[src/rtl/draw_ball.sv]
// Ball draw stage: owns the penalty-kick ball, animates its flight, judges the save, overlays it on the pixel stream.
// Optional DRAW_BALL_ROUND_EN draws the ball as a disc instead of a square box.
module draw_ball #(
  parameter int          BALL_SIZE   = 32,
  parameter int          START_X     = 496,
  parameter int          START_Y     = 640,
  parameter int          FLIGHT_LOG2 = 5,
  parameter int          HOLD_FRAMES = 60,
  parameter int          GLOVE_W     = 64,
  parameter int          GLOVE_H     = 64,
  parameter logic [11:0] BALL_COLOR  = 12'hFFF
) (
  input  logic        clk,
  input  logic        rst,
  input  logic        shot_start,
  input  logic [11:0] target_x,
  input  logic [11:0] target_y,
  input  logic [11:0] glove_x,
  input  logic [11:0] glove_y,
  input  logic [10:0] in_hcount,
  input  logic [10:0] in_vcount,
  input  logic        in_hsync,
  input  logic        in_vsync,
  input  logic        in_hblnk,
  input  logic        in_vblnk,
  input  logic [11:0] in_rgb,
  output logic [10:0] out_hcount,
  output logic [10:0] out_vcount,
  output logic        out_hsync,
  output logic        out_vsync,
  output logic        out_hblnk,
  output logic        out_vblnk,
  output logic [11:0] out_rgb,
  output logic        busy,
  output logic        result_valid,
  output logic        result_save
);

  localparam int          PROD_W   = 13 + FLIGHT_LOG2 + 2;
  localparam logic [15:0] FLIGHT_N = 16'(1 << FLIGHT_LOG2);
  localparam logic [15:0] HOLD_END = 16'(HOLD_FRAMES - 1);
  localparam logic [11:0] MAX_X    = 12'(1024 - BALL_SIZE);
  localparam logic [11:0] MAX_Y    = 12'(768 - BALL_SIZE);
  localparam logic [11:0] START_X12 = 12'(START_X);
  localparam logic [11:0] START_Y12 = 12'(START_Y);

  typedef enum logic [1:0] {
    IDLE   = 2'd0,
    FLIGHT = 2'd1,
    JUDGE  = 2'd2,
    HOLD   = 2'd3
  } state_t;

  state_t      state_r, state_s;
  logic [15:0] cnt_r, cnt_s, cnt_inc_s;
  logic [11:0] tx_r, tx_s, ty_r, ty_s;
  logic [11:0] bx_r, bx_s, by_r, by_s;
  logic        vsync_r;
  logic        tick_s;
  logic        rv_s, rs_s;
  logic        in_box_s, ball_px_s;

  // Linear interpolation start -> tgt at step cnt out of 2^FLIGHT_LOG2, floor-rounded.
  function automatic logic [11:0] fly(input logic [11:0] start, input logic [11:0] tgt,
                                      input logic [15:0] cnt);
    logic signed [12:0]       delta;
    logic signed [PROD_W-1:0] d_w, c_w, prod, sum;
    delta = $signed({1'b0, tgt}) - $signed({1'b0, start});
    d_w   = PROD_W'(delta);
    c_w   = PROD_W'($signed({1'b0, cnt[FLIGHT_LOG2:0]}));
    prod  = d_w * c_w;
    sum   = PROD_W'($signed({1'b0, start})) + (prod >>> FLIGHT_LOG2);
    return sum[11:0];
  endfunction

  // Box overlap, widened by one bit so the sums never wrap.
  function automatic logic overlap(input logic [11:0] bx, input logic [11:0] by,
                                   input logic [11:0] gx, input logic [11:0] gy);
    logic [12:0] bx_w, by_w, gx_w, gy_w;
    bx_w = {1'b0, bx};
    by_w = {1'b0, by};
    gx_w = {1'b0, gx};
    gy_w = {1'b0, gy};
    return (bx_w < gx_w + 13'(GLOVE_W)) && (gx_w < bx_w + 13'(BALL_SIZE)) &&
           (by_w < gy_w + 13'(GLOVE_H)) && (gy_w < by_w + 13'(BALL_SIZE));
  endfunction

  assign tick_s    = in_vsync & ~vsync_r;
  assign cnt_inc_s = cnt_r + 16'd1;

  // Shot FSM: next state, counter, target latch and ball position.
  always_comb begin
    state_s = state_r;
    cnt_s   = cnt_r;
    tx_s    = tx_r;
    ty_s    = ty_r;
    bx_s    = bx_r;
    by_s    = by_r;
    rv_s    = 1'b0;
    rs_s    = result_save;
    case (state_r)
      IDLE: begin
        bx_s = START_X12;
        by_s = START_Y12;
        if (shot_start) begin
          state_s = FLIGHT;
          cnt_s   = 16'd0;
          tx_s    = (target_x > MAX_X) ? MAX_X : target_x;
          ty_s    = (target_y > MAX_Y) ? MAX_Y : target_y;
        end else begin
          state_s = IDLE;
        end
      end
      FLIGHT: begin
        if (cnt_r == FLIGHT_N) begin
          state_s = JUDGE;
        end else if (tick_s) begin
          cnt_s = cnt_inc_s;
          bx_s  = fly(START_X12, tx_r, cnt_inc_s);
          by_s  = fly(START_Y12, ty_r, cnt_inc_s);
        end else begin
          state_s = FLIGHT;
        end
      end
      JUDGE: begin
        rv_s    = 1'b1;
        rs_s    = overlap(bx_r, by_r, glove_x, glove_y);
        state_s = HOLD;
        cnt_s   = 16'd0;
      end
      HOLD: begin
        if (tick_s) begin
          if (cnt_r == HOLD_END) begin
            state_s = IDLE;
            cnt_s   = 16'd0;
            bx_s    = START_X12;
            by_s    = START_Y12;
          end else begin
            cnt_s = cnt_inc_s;
          end
        end else begin
          state_s = HOLD;
        end
      end
      default: begin
        state_s = IDLE;
      end
    endcase
  end

  assign in_box_s = ({2'b00, in_hcount} >= {1'b0, bx_r}) &&
                    ({2'b00, in_hcount} <  {1'b0, bx_r} + 13'(BALL_SIZE)) &&
                    ({2'b00, in_vcount} >= {1'b0, by_r}) &&
                    ({2'b00, in_vcount} <  {1'b0, by_r} + 13'(BALL_SIZE));

`ifdef DRAW_BALL_ROUND_EN
  logic [11:0]        dx_s, dy_s;
  logic signed [13:0] ex_s, ey_s;
  logic signed [27:0] r2_s;
  logic               disc_s;

  assign dx_s   = {1'b0, in_hcount} - bx_r;
  assign dy_s   = {1'b0, in_vcount} - by_r;
  // (2d+1-BALL_SIZE) measures the offset from the box centre in half pixels.
  assign ex_s   = $signed({1'b0, dx_s, 1'b1}) - $signed(14'(BALL_SIZE));
  assign ey_s   = $signed({1'b0, dy_s, 1'b1}) - $signed(14'(BALL_SIZE));
  assign r2_s   = (28'(ex_s) * 28'(ex_s)) + (28'(ey_s) * 28'(ey_s));
  assign disc_s = (r2_s <= $signed(28'(BALL_SIZE * BALL_SIZE)));
`endif

  // Pixel selection: ball colour only inside the visible ball shape.
  always_comb begin
    ball_px_s = 1'b0;
    if (in_box_s && !in_hblnk && !in_vblnk) begin
`ifdef DRAW_BALL_ROUND_EN
      ball_px_s = disc_s;
`else
      ball_px_s = 1'b1;
`endif
    end else begin
      ball_px_s = 1'b0;
    end
  end

  // State, ball and registered pixel/result outputs.
  always_ff @(posedge clk) begin
    if (rst) begin
      state_r      <= IDLE;
      cnt_r        <= 16'd0;
      tx_r         <= START_X12;
      ty_r         <= START_Y12;
      bx_r         <= START_X12;
      by_r         <= START_Y12;
      vsync_r      <= 1'b0;
      busy         <= 1'b0;
      result_valid <= 1'b0;
      result_save  <= 1'b0;
      out_hcount   <= 11'd0;
      out_vcount   <= 11'd0;
      out_hsync    <= 1'b0;
      out_vsync    <= 1'b0;
      out_hblnk    <= 1'b0;
      out_vblnk    <= 1'b0;
      out_rgb      <= 12'h000;
    end else begin
      state_r      <= state_s;
      cnt_r        <= cnt_s;
      tx_r         <= tx_s;
      ty_r         <= ty_s;
      bx_r         <= bx_s;
      by_r         <= by_s;
      vsync_r      <= in_vsync;
      busy         <= (state_s != IDLE);
      result_valid <= rv_s;
      result_save  <= rs_s;
      out_hcount   <= in_hcount;
      out_vcount   <= in_vcount;
      out_hsync    <= in_hsync;
      out_vsync    <= in_vsync;
      out_hblnk    <= in_hblnk;
      out_vblnk    <= in_vblnk;
      out_rgb      <= ball_px_s ? BALL_COLOR : in_rgb;
    end
  end

endmodule

[config.mk]
export PLATFORM = sky130hd
export DESIGN_NAME = draw_ball
export DESIGN_NICKNAME = d
export VERILOG_FILES = /design/src/rtl/draw_ball.sv
export SDC_FILE = /design/constraint.sdc
export NUM_CORES = 1
export LEC_CHECK = 0
export ABC_AREA = 1
export ABC_CLOCK_PERIOD_IN_PS = 5200
export CAP_MARGIN = 10
export CELL_PAD_IN_SITES_DETAIL_PLACEMENT = 1
export CELL_PAD_IN_SITES_GLOBAL_PLACEMENT = 1
export CORE_MARGIN = 2
export CORE_UTILIZATION = 30
export DETAILED_ROUTE_END_ITERATION = 8
export MAX_ROUTING_LAYER = met4
export PLACE_DENSITY = 0.66
export SLEW_MARGIN = 20
export SYNTH_ARGS = -nofsm -noshare
export SYNTH_HDL_FRONTEND = slang
export SYNTH_SLANG_ARGS = --single-unit
[constraint.sdc]
create_clock -name clk -period 5.2 [get_ports clk]
set_input_delay 1.04 -clock clk [delete_from_list [all_inputs] [get_ports clk]]
set_output_delay 1.04 -clock clk [all_outputs]
set_load 0.005 [all_outputs]
==> results, run 1 <==
- In the final layout, the share of cells above drive strength 1 is 21.82%.
- Routability-driven placement finished with a final weighted congestion of between 0.8 and 0.9.
- The power after layout is 4919 µW.
- The launch point of the worst reg-to-reg path is cnt_r[0].
- The combined area of all synthesized cells is 11,980 µm².
- The depth of the worst register-to-register path is 25.
- In the layout the commonest cells are inv_1 (314), nand2_1 (246), nor2_1 (166).
- The worst hold path terminates at tx_r[11].
- The summed negative setup slack over all endpoints is 0 ns.
- The peak clock frequency supported by timing is slightly below 200 MHz.
- The width of the die is 203.8 µm.
- The end of the worst register-to-register path is by_r[9].
- The total core area is 39,550 µm².
- Dividing the detail-routed wire length by the instance count gives 16.48 µm.
- The total number of nets in the final design is 2,269.
- Measured against its own limit, the worst slew margin works out to 34.47%.
- The initial antenna violation count is 0.
- In this run the most critical hold path is launched from tx_r[11].
- Global routing consumed, over all layers together, 19.73% of the routing resources.
- The number of cells on the worst hold path is 2.
- The die span in y is 203.8 µm.
- Of all nets on the critical path, the largest fanout is 6.
- The detail-routed via count per cell is between 4 and 5.
- The clock net in this run drives a total of 107 sinks.
- The remaining global-route overflow is 0.
- The classification of the worst setup path is reg2reg.
- Between clock sinks in the finished design, the worst skew comes to 0.01155 ns.
- The count of pins on the block boundary is 130.
- For the finished layout, the period the worst path requires is 5.130 ns.
- The top flip-flop cell by instance count after synthesis is dfxtp_1.
- Clock-pin slew was measured on the worst setup and hold paths at 0.09 ns.
- The Yosys step of the flow raised 0 warnings.
- CTS placed an instance of clkbuf_16 at the clock tree root.
- The sequential-to-total area share from yosys stat is 17.89%.
- The critical path data required time is between 5 and 6 ns.
- Setup repair after global routing could not meet its margin everywhere.
- The post-synth net total is 2,020.
- For this block, the routed nets add up to 40,680 µm of wire.
- In this run, CTS created clock tree buffers numbering 9.
- For this block, the via count after detailed routing is 11.71k.
- Once the floorplan was initialized, standard cells occupied 30.28% of the core.
- Power spread over the standard cell area amounts to 300.3 nW/µm².
- The final count of pins violating max slew came to 0.
- The number of H-tree levels is 3.
- The area growth from synthesis to final layout is 36.76%.
- The tool flagged a number of max-cap violations equal to 0.
- In this run the tool buffered the top-level ports with 129 buffer cells.
- The mean cell area of the mapped netlist is 7.091 µm².
- The worst-case clock buffer depth is 2.
- The final routed DRC violation total is 0.
- Counting flops with a built-in enable in the synthesized netlist gives 0.
- The number of global-route vias before repair came to 12.43k.
- The total half-perimeter wirelength after legalization and detailed placement is 32,850 µm.
- After clock tree synthesis, the flow added hold-fix buffers numbering 0.
- The signal arrival time at the worst endpoint is around 5.4 ns.
- The post-route clock period utilization is 98.65%.
- Across the VDD grid, the largest voltage drop is 0.0001352 V.
- The first global-routing pass estimated 63,690 µm of wire.
- The async set-reset flop share out of synthesis is 0%.
- The standby leakage power is 0.007810 µW.
- Setup violations remaining at the end of the flow were counted as 0.
- The number of detailed-routing iterations run before antenna repair is 4.
- The tightest min-delay check is of the reg2reg type.
- The run finished with clean final reports.
- The slack of the worst reg-to-reg path is 0.07 ns.
- The final count of hold timing violations is 0.
- The die covers 41,540 µm².
- The clock network latency to the later pin of the worst-skew pair is 0.39 ns.
- The worst setup path is launched from a flop.
- After technology mapping, the gate count stands at 1,689.
- TritonCTS built the clock tree.
- The most frequent standard cell in the layout excluding fill and tap cells is inv_1.
- The number of DRC markers in iteration 0 is 346.
- For the pin with the worst max-slew slack, the measured transition is a little under 1 ns.
- The synthesized design contains 107 register bits.
- The largest net degree at the start of global routing is 79.
- The number of distinct library cell variants in the gate-level netlist after synthesis is 50.
- The detail route stage leaves a number of antenna-violating nets equal to 0.
- After floorplanning, the core was divided into 73 placement rows.
- The type of destination of the critical path is a flop.
[critical path: stages, from the launching register on]
cell and delay [ns]:
dfxtp_4 0.37, buf_4 0.14, buf_12 0.12, inv_4 0.05
ha_4 0.22, inv_8 0.10, buf_12 0.14, nor2_4 0.04
fa_1 0.52, fa_1 0.52, fa_1 0.52, inv_1 0.06
fa_1 0.52, inv_1 0.06, ha_4 0.26, a21oi_4 0.17
o21ai_4 0.08, a21oi_2 0.11, nand2_1 0.07, xor2_1 0.27
ha_2 0.24, inv_2 0.05, nand3_4 0.07, nand2_2 0.06
o21ai_2 0.12, o211ai_1 0.10
[kinds of logic after synthesis]
| logic type | count (synthesis) | share of synthesized area (%) |
|---|---|---|
| simple gates | 681 | 24.43 |
| compound gates | 237 | 11.41 |
| xor+xnor | 37 | 2.706 |
| buf+inv | 385 | 12.53 |
| fa+ha+maj | 242 | 31.05 |
| flops | 107 | 17.89 |
[sequential cells by signal, indices dropped and copies added, names as in the netlist, 2 cells and up]
| register | cells |
|---|---|
| cnt_r | 16 |
| bx_r | 12 |
| by_r | 12 |
| out_rgb | 12 |
| tx_r | 12 |
| ty_r | 12 |
| out_hcount | 11 |
| out_vcount | 11 |
| state_r | 2 |
[power breakdown]
group | internal [µW] | switching (µW) | total, µW
Sequential | 887 | 74.5 | 961
Combinational | 1420 | 1800 | 3220
Clock | 344 | 397 | 741
Total | 2650 | 2270 | 4920
[layer usage]
metal	track usage [%]	routed length, µm	up-vias
li1	-	-	5825
met1	24.56	18460	5650
met2	33.27	19970	177
met3	2.013	1078	54
met4	6.830	1166	0
met5	-	0	-
[layout make-up]
| cell class | count | area, µm² |
|---|---|---|
| flip-flops and latches | 107 | 2162 |
| inverters | 349 | 1325 |
| well taps | 525 | 656.9 |
| multi-input cells | 1198 | 9453 |
| repair buffers | 273 | 2471 |
| diodes | 1 | 2.502 |
| fillers | 4812 | 23170 |
| clock inverters | 7 | 83.83 |
| clock buffers | 9 | 225.2 |
[metrics by stage]
step,cells,utilization (%),worst slack [ns],area [µm²],hold WS [ns]
floorplan,1689,-,0.007463,12060,0.4524
global placement,2423,37.13,-0.1453,14680,0.4730
detailed placement,2423,37.13,-0.2932,14680,0.4834
CTS,2445,38.72,0.0007359,15310,0.4971
global route,2468,41.41,-0.1746,16380,0.5157
finish,2469,41.42,0.07039,16380,0.4945
[Yosys cell counts, types with 3 or more instances]
library cell / count / area, µm²
nand3_1: 74 / 370.4
o21ai_0: 52 / 260.3
buf_6: 3 / 33.78
dfxtp_1: 107 / 2142
fa_1: 92 / 1842
a21o_1: 4 / 30.03
o22ai_1: 6 / 37.54
nor3_2: 3 / 30.03
a211oi_1: 17 / 127.6
o21ai_1: 5 / 25.02
a21oi_2: 13 / 113.9
inv_1: 344 / 1291
a31oi_1: 3 / 18.77
a21oi_1: 112 / 560.5
xor2_1: 27 / 236.5
inv_2: 4 / 15.01
nor3_1: 26 / 130.1
buf_2: 4 / 20.02
o31ai_1: 5 / 37.54
ha_1: 150 / 1877
o21bai_1: 5 / 37.54
nor2_1: 213 / 799.5
clkbuf_1: 26 / 97.59
nor4_1: 10 / 62.56
o211ai_1: 9 / 67.56
and2_1: 7 / 43.79
nand3b_1: 9 / 67.56
nand2_2: 11 / 68.82
nand4_1: 20 / 125.1
nand2_1: 289 / 1085
xnor2_1: 10 / 87.58
or2_2: 7 / 43.79
[worst max-delay path by stage]
stage,startpoint,endpoint,slack [ns]
after floorplan,cnt_r[0],bx_r[8],0.007
after global placement,cnt_r[1],by_r[9],-0.15
after detailed placement,cnt_r[1],by_r[9],-0.29
after CTS,cnt_r[0],by_r[9],0.0007
after global routing,cnt_r[0],by_r[9],-0.17
final,cnt_r[0],by_r[9],0.07
[repair_timing]
| action | in CTS | in global routing |
|---|---|---|
| gates resized for setup | 76 | 230 |
| pin swaps | 13 | 128 |
| buffers inserted | 6 | 21 |
| setup endpoints to repair | 12 | 15 |
| gates cloned | 0 | 2 |
Power figures use the tool's default switching activity.
==> inputs of run 2 (changes only) <==
--- a/config.mk
+++ b/config.mk
@@ -6,15 +6,15 @@
 export NUM_CORES = 1
 export LEC_CHECK = 0
 export ABC_AREA = 1
-export ABC_CLOCK_PERIOD_IN_PS = 5200
+export ABC_CLOCK_PERIOD_IN_PS = 5900
 export CAP_MARGIN = 10
 export CELL_PAD_IN_SITES_DETAIL_PLACEMENT = 1
 export CELL_PAD_IN_SITES_GLOBAL_PLACEMENT = 1
 export CORE_MARGIN = 2
-export CORE_UTILIZATION = 30
+export CORE_UTILIZATION = 46
 export DETAILED_ROUTE_END_ITERATION = 8
 export MAX_ROUTING_LAYER = met4
-export PLACE_DENSITY = 0.66
+export PLACE_DENSITY = 0.9
 export SLEW_MARGIN = 20
 export SYNTH_ARGS = -nofsm -noshare
 export SYNTH_HDL_FRONTEND = slang
==> constraint.sdc (replaced) <==
create_clock -name clk -period 5.9 [get_ports clk]
set_input_delay 1.18 -clock clk [delete_from_list [all_inputs] [get_ports clk]]
set_output_delay 1.18 -clock clk [all_outputs]
set_load 0.005 [all_outputs]
==> results, run 2 (same netlist as run 1, synthesis figures left out) <==
- The final setup violation count came to 0 (unchanged).
- The remaining antenna violation count after routing is 0 (unchanged).
- The clock skew is 0.01794 ns (was 0.01155 ns).
- The total instance count after detailed placement is 2,132 (was 2,423).
- The power after layout came to 3531 µW (was 4919 µW).
- The detail-routed via count per cell is 5.459 (was 4.741).
- The classification of the worst setup path was reg2reg (unchanged).
- The die span in y is 165.4 µm (was 203.8 µm).
- The area growth from synthesis to final layout came to 17.59% (was 36.76%).
- The final count of hold timing violations is 0 (unchanged).
- The maximum net fanout on the critical path is 11 (was 6).
- The via count of the routed design was 11.76k (was 11.71k).
- The count of pins on the block boundary is 130 (unchanged).
- The destination of the worst hold path is tx_r[11] (unchanged).
- The depth of the worst register-to-register path was 26 (was 25).
- The cell internal power dissipation is 1854 µW (was 2652 µW).
- The standby leakage power was 0.007060 µW (was 0.007810 µW).
- The slack of the worst reg-to-reg path is 0.20 ns (was 0.07 ns).
- The number of global-route vias before repair is 12.97k (was 12.43k).
- The total number of clock tree sinks came to 107 (unchanged).
- The slew at the pin closest to its max-slew limit came to 0.9643 ns (was 0.9829 ns).
- The register bank with the most flops is cnt_r (unchanged).
- The clock slew at the register clock pins of the worst setup and hold paths is 0.08 ns (was 0.09 ns).
- The total number of nets in the final design was 2,145 (was 2,269).
- Result of the run: complete, no violations (unchanged).
- The clock network latency to the later pin of the worst-skew pair is 0.38 ns (was 0.39 ns).
- The total inserted antenna cells is 0 (was 1).
- The die footprint is 27,340 µm² (was 41,540 µm²).
- The initial core utilization came to 46.35% (was 30.28%).
- The switching power total came to 1677 µW (was 2267 µW).
- The post-route clock period utilization is 96.62% (was 98.65%).
- The launch point of the worst reg-to-reg path is cnt_r[2] (was cnt_r[0]).
- The share of final-layout standard cells stronger than drive strength 1 is 6.157% (was 21.82%).
- The critical path data required time is 6.12 ns (was 5.45 ns).
- The total clock buffers created by CTS is 9 (unchanged).
- The number of flip-flops under the largest register name is 16 (unchanged).
- The type of element launching the critical path is a flop (unchanged).
- The routed length per placed instance came to 18.91 µm (was 16.48 µm).
- The power density over the cells is 250.7 nW/µm² (was 300.3 nW/µm²).
- The share of total power in combinational logic came to 56.8% (was 65.4%).
- The clock share of power is 19.1% (was 15.1%).
- The final RePlAce weighted congestion is 0.9283 (was 0.8838).
- Setup repair after global routing missed its margin: yes (unchanged).
- The CTS tree was done (unchanged).
- The peak supply drop was 0.0001935 V (was 0.0001352 V).
- The filler-free cell count of the finished design is 2,154 (was 2,469).
- The post-place setup slack is 0.1084 ns (was -0.2932 ns).
- The total global-route track usage was 30.96% (was 19.73%).
- The worst-case clock buffer depth is 2 (unchanged).
- The total core area is 25,840 µm² (was 39,550 µm²).
- The minimum period implied by the final worst setup slack is 5.700 ns (was 5.130 ns).
- The first-pass GRT wire length is 64,600 µm (was 63,690 µm).
- The worst slew slack as a fraction of its limit is 35.71% (was 34.47%).
- The total number of placement rows was 59 (was 73).
- The total half-perimeter wirelength after legalization and detailed placement is 32,350 µm (was 32,850 µm).
- The final-layout worst hold slack is 0.4845 ns (was 0.4945 ns).
- The detailed-route wire length is 40,730 µm (was 40,680 µm).
- The final count of pins violating max slew is 0 (unchanged).
- The number of port buffers is 129 (unchanged).
- The post-route cell area is 14,080 µm² (was 16,380 µm²).
- The signal arrival time at the worst endpoint is 5.92 ns (was 5.38 ns).
- The peak clock frequency supported by timing came to 175.4 MHz (was 194.9 MHz).
- The setup slack of the critical path after layout is 0.1996 ns (was 0.07039 ns).
- The type of the most critical hold path is reg2reg (unchanged).
- The final routed DRC violation total was 0 (unchanged).
- The type of destination of the critical path is a flop (unchanged).
- The initial antenna violation count was 0 (unchanged).
- The max-capacitance violation count is 0 (unchanged).
- Commonest non-fill, non-tap cells in the layout: inv_1 (340), nand2_1 (288), nor2_1 (206) (was inv_1 (314), nand2_1 (246), nor2_1 (166)).
- The proportion of power drawn by flip-flops and latches is 24.0% (was 19.5%).
- The end of the worst register-to-register path is by_r[11] (was by_r[9]).
- The root buffer cell is clkbuf_16 (unchanged).
- The number of H-tree levels is 3 (unchanged).
- The largest net degree at the start of global routing is 79 (unchanged).
- The net switching fraction of the power came to 47.49% (was 46.09%).
- The number of cells on the worst hold path is 2 (unchanged).
- The number of DRC markers in iteration 0 came to 704 (was 346).
- The number of detailed-routing iterations run before antenna repair is 7 (was 4).
- The startpoint of the lowest-slack hold path was tx_r[11] (unchanged).
- The remaining global-route overflow is 0 (unchanged).
- The most frequent standard cell in the layout excluding fill and tap cells was inv_1 (unchanged).
- The post-detailed-placement cell area is 13,600 µm² (was 14,680 µm²).
- The width of the die came to 165.4 µm (was 203.8 µm).
[run 2: cell types whose count changed in the layout (fill, tap and decap cells not counted), sizes merged]
cell / change
clkinvlp: +1
clkinv: -2
or2: -1
inv: -1
buf: -122
bufinv: +1
diode: -1
[run 2: power by group through the flow]
stage | clock (µW) | sequential [µW] | combinational (µW)
2_1_floorplan | 0 | 839 | 1330
3_3_place_gp | 0 | 853 | 1770
3_5_place_dp | 0 | 857 | 1920
4_1_cts | 685 | 844 | 1960
5_1_grt | 705 | 855 | 2270
6_report | 676 | 848 | 2010
[run 2: cell type report]
cell class | instances | area (µm²)
Fill cell | 3353 | 11750
Multi-Input combinational cell | 1197 | 8431
Sequential cell | 107 | 2152
Timing Repair Buffer | 150 | 1448
Inverter | 349 | 1316
Tap cell | 335 | 419.2
Clock buffer | 10 | 239.0
Clock inverter | 6 | 78.83
[run 2: per-stage QoR]
stage / util, % / setup TNS [ns]
global route: 54.51 / -0.1231
floorplan: - / 0
global placement: 52.65 / 0
CTS: 53.92 / 0
detailed placement: 52.65 / 0
finish: 54.51 / 0
[run 2: repair_timing]
item,CTS,global route
pin swaps,1,3
cloned,0,0
resized for setup,2,38
hold buffers,0,0
setup buffers,1,5
endpoints found under the setup margin,3,10
[run 2: worst max-delay path by stage]
stage	start	endpoint	slack (ns)	cells after the start
after CTS	cnt_r[0]	by_r[11]	0.03	27
after global placement	ty_r[7]	by_r[11]	0.39	24
after global routing	cnt_r[2]	bx_r[8]	-0.08	27
final	cnt_r[2]	by_r[11]	0.20	26
after floorplan	cnt_r[0]	bx_r[8]	0.17	27
after detailed placement	ty_r[7]	by_r[11]	0.11	26
[run 2: worst max-delay path: stages, from the launching register on]
cell and delay, ns:
dfxtp_2 0.41, nand3_2 0.16, nor2_1 0.17, or2_4 0.25, buf_4 0.20, nor2_1 0.07, fa_1 0.55, inv_1 0.07
fa_1 0.50, inv_1 0.06, fa_1 0.53, inv_1 0.06, fa_1 0.55, inv_1 0.06, ha_1 0.36, nand2_1 0.13
o21ai_1 0.10, a21oi_1 0.17, nand2_1 0.11, xor2_2 0.17, ha_1 0.19, inv_1 0.08, nand3_1 0.16, nand2_1 0.15
nand3_1 0.10, nand3_1 0.12, a21oi_2 0.06
[run 2: metal layers]
metal,track usage [%],vias up,part of all wire (%),wire length [µm]
met4,13.52,0,4.1,1679
met5,-,-,0,0
met3,3.821,127,4.1,1689
li1,-,5567,-,-
met2,56.82,365,52,21130
met1,33.56,5699,40,16240
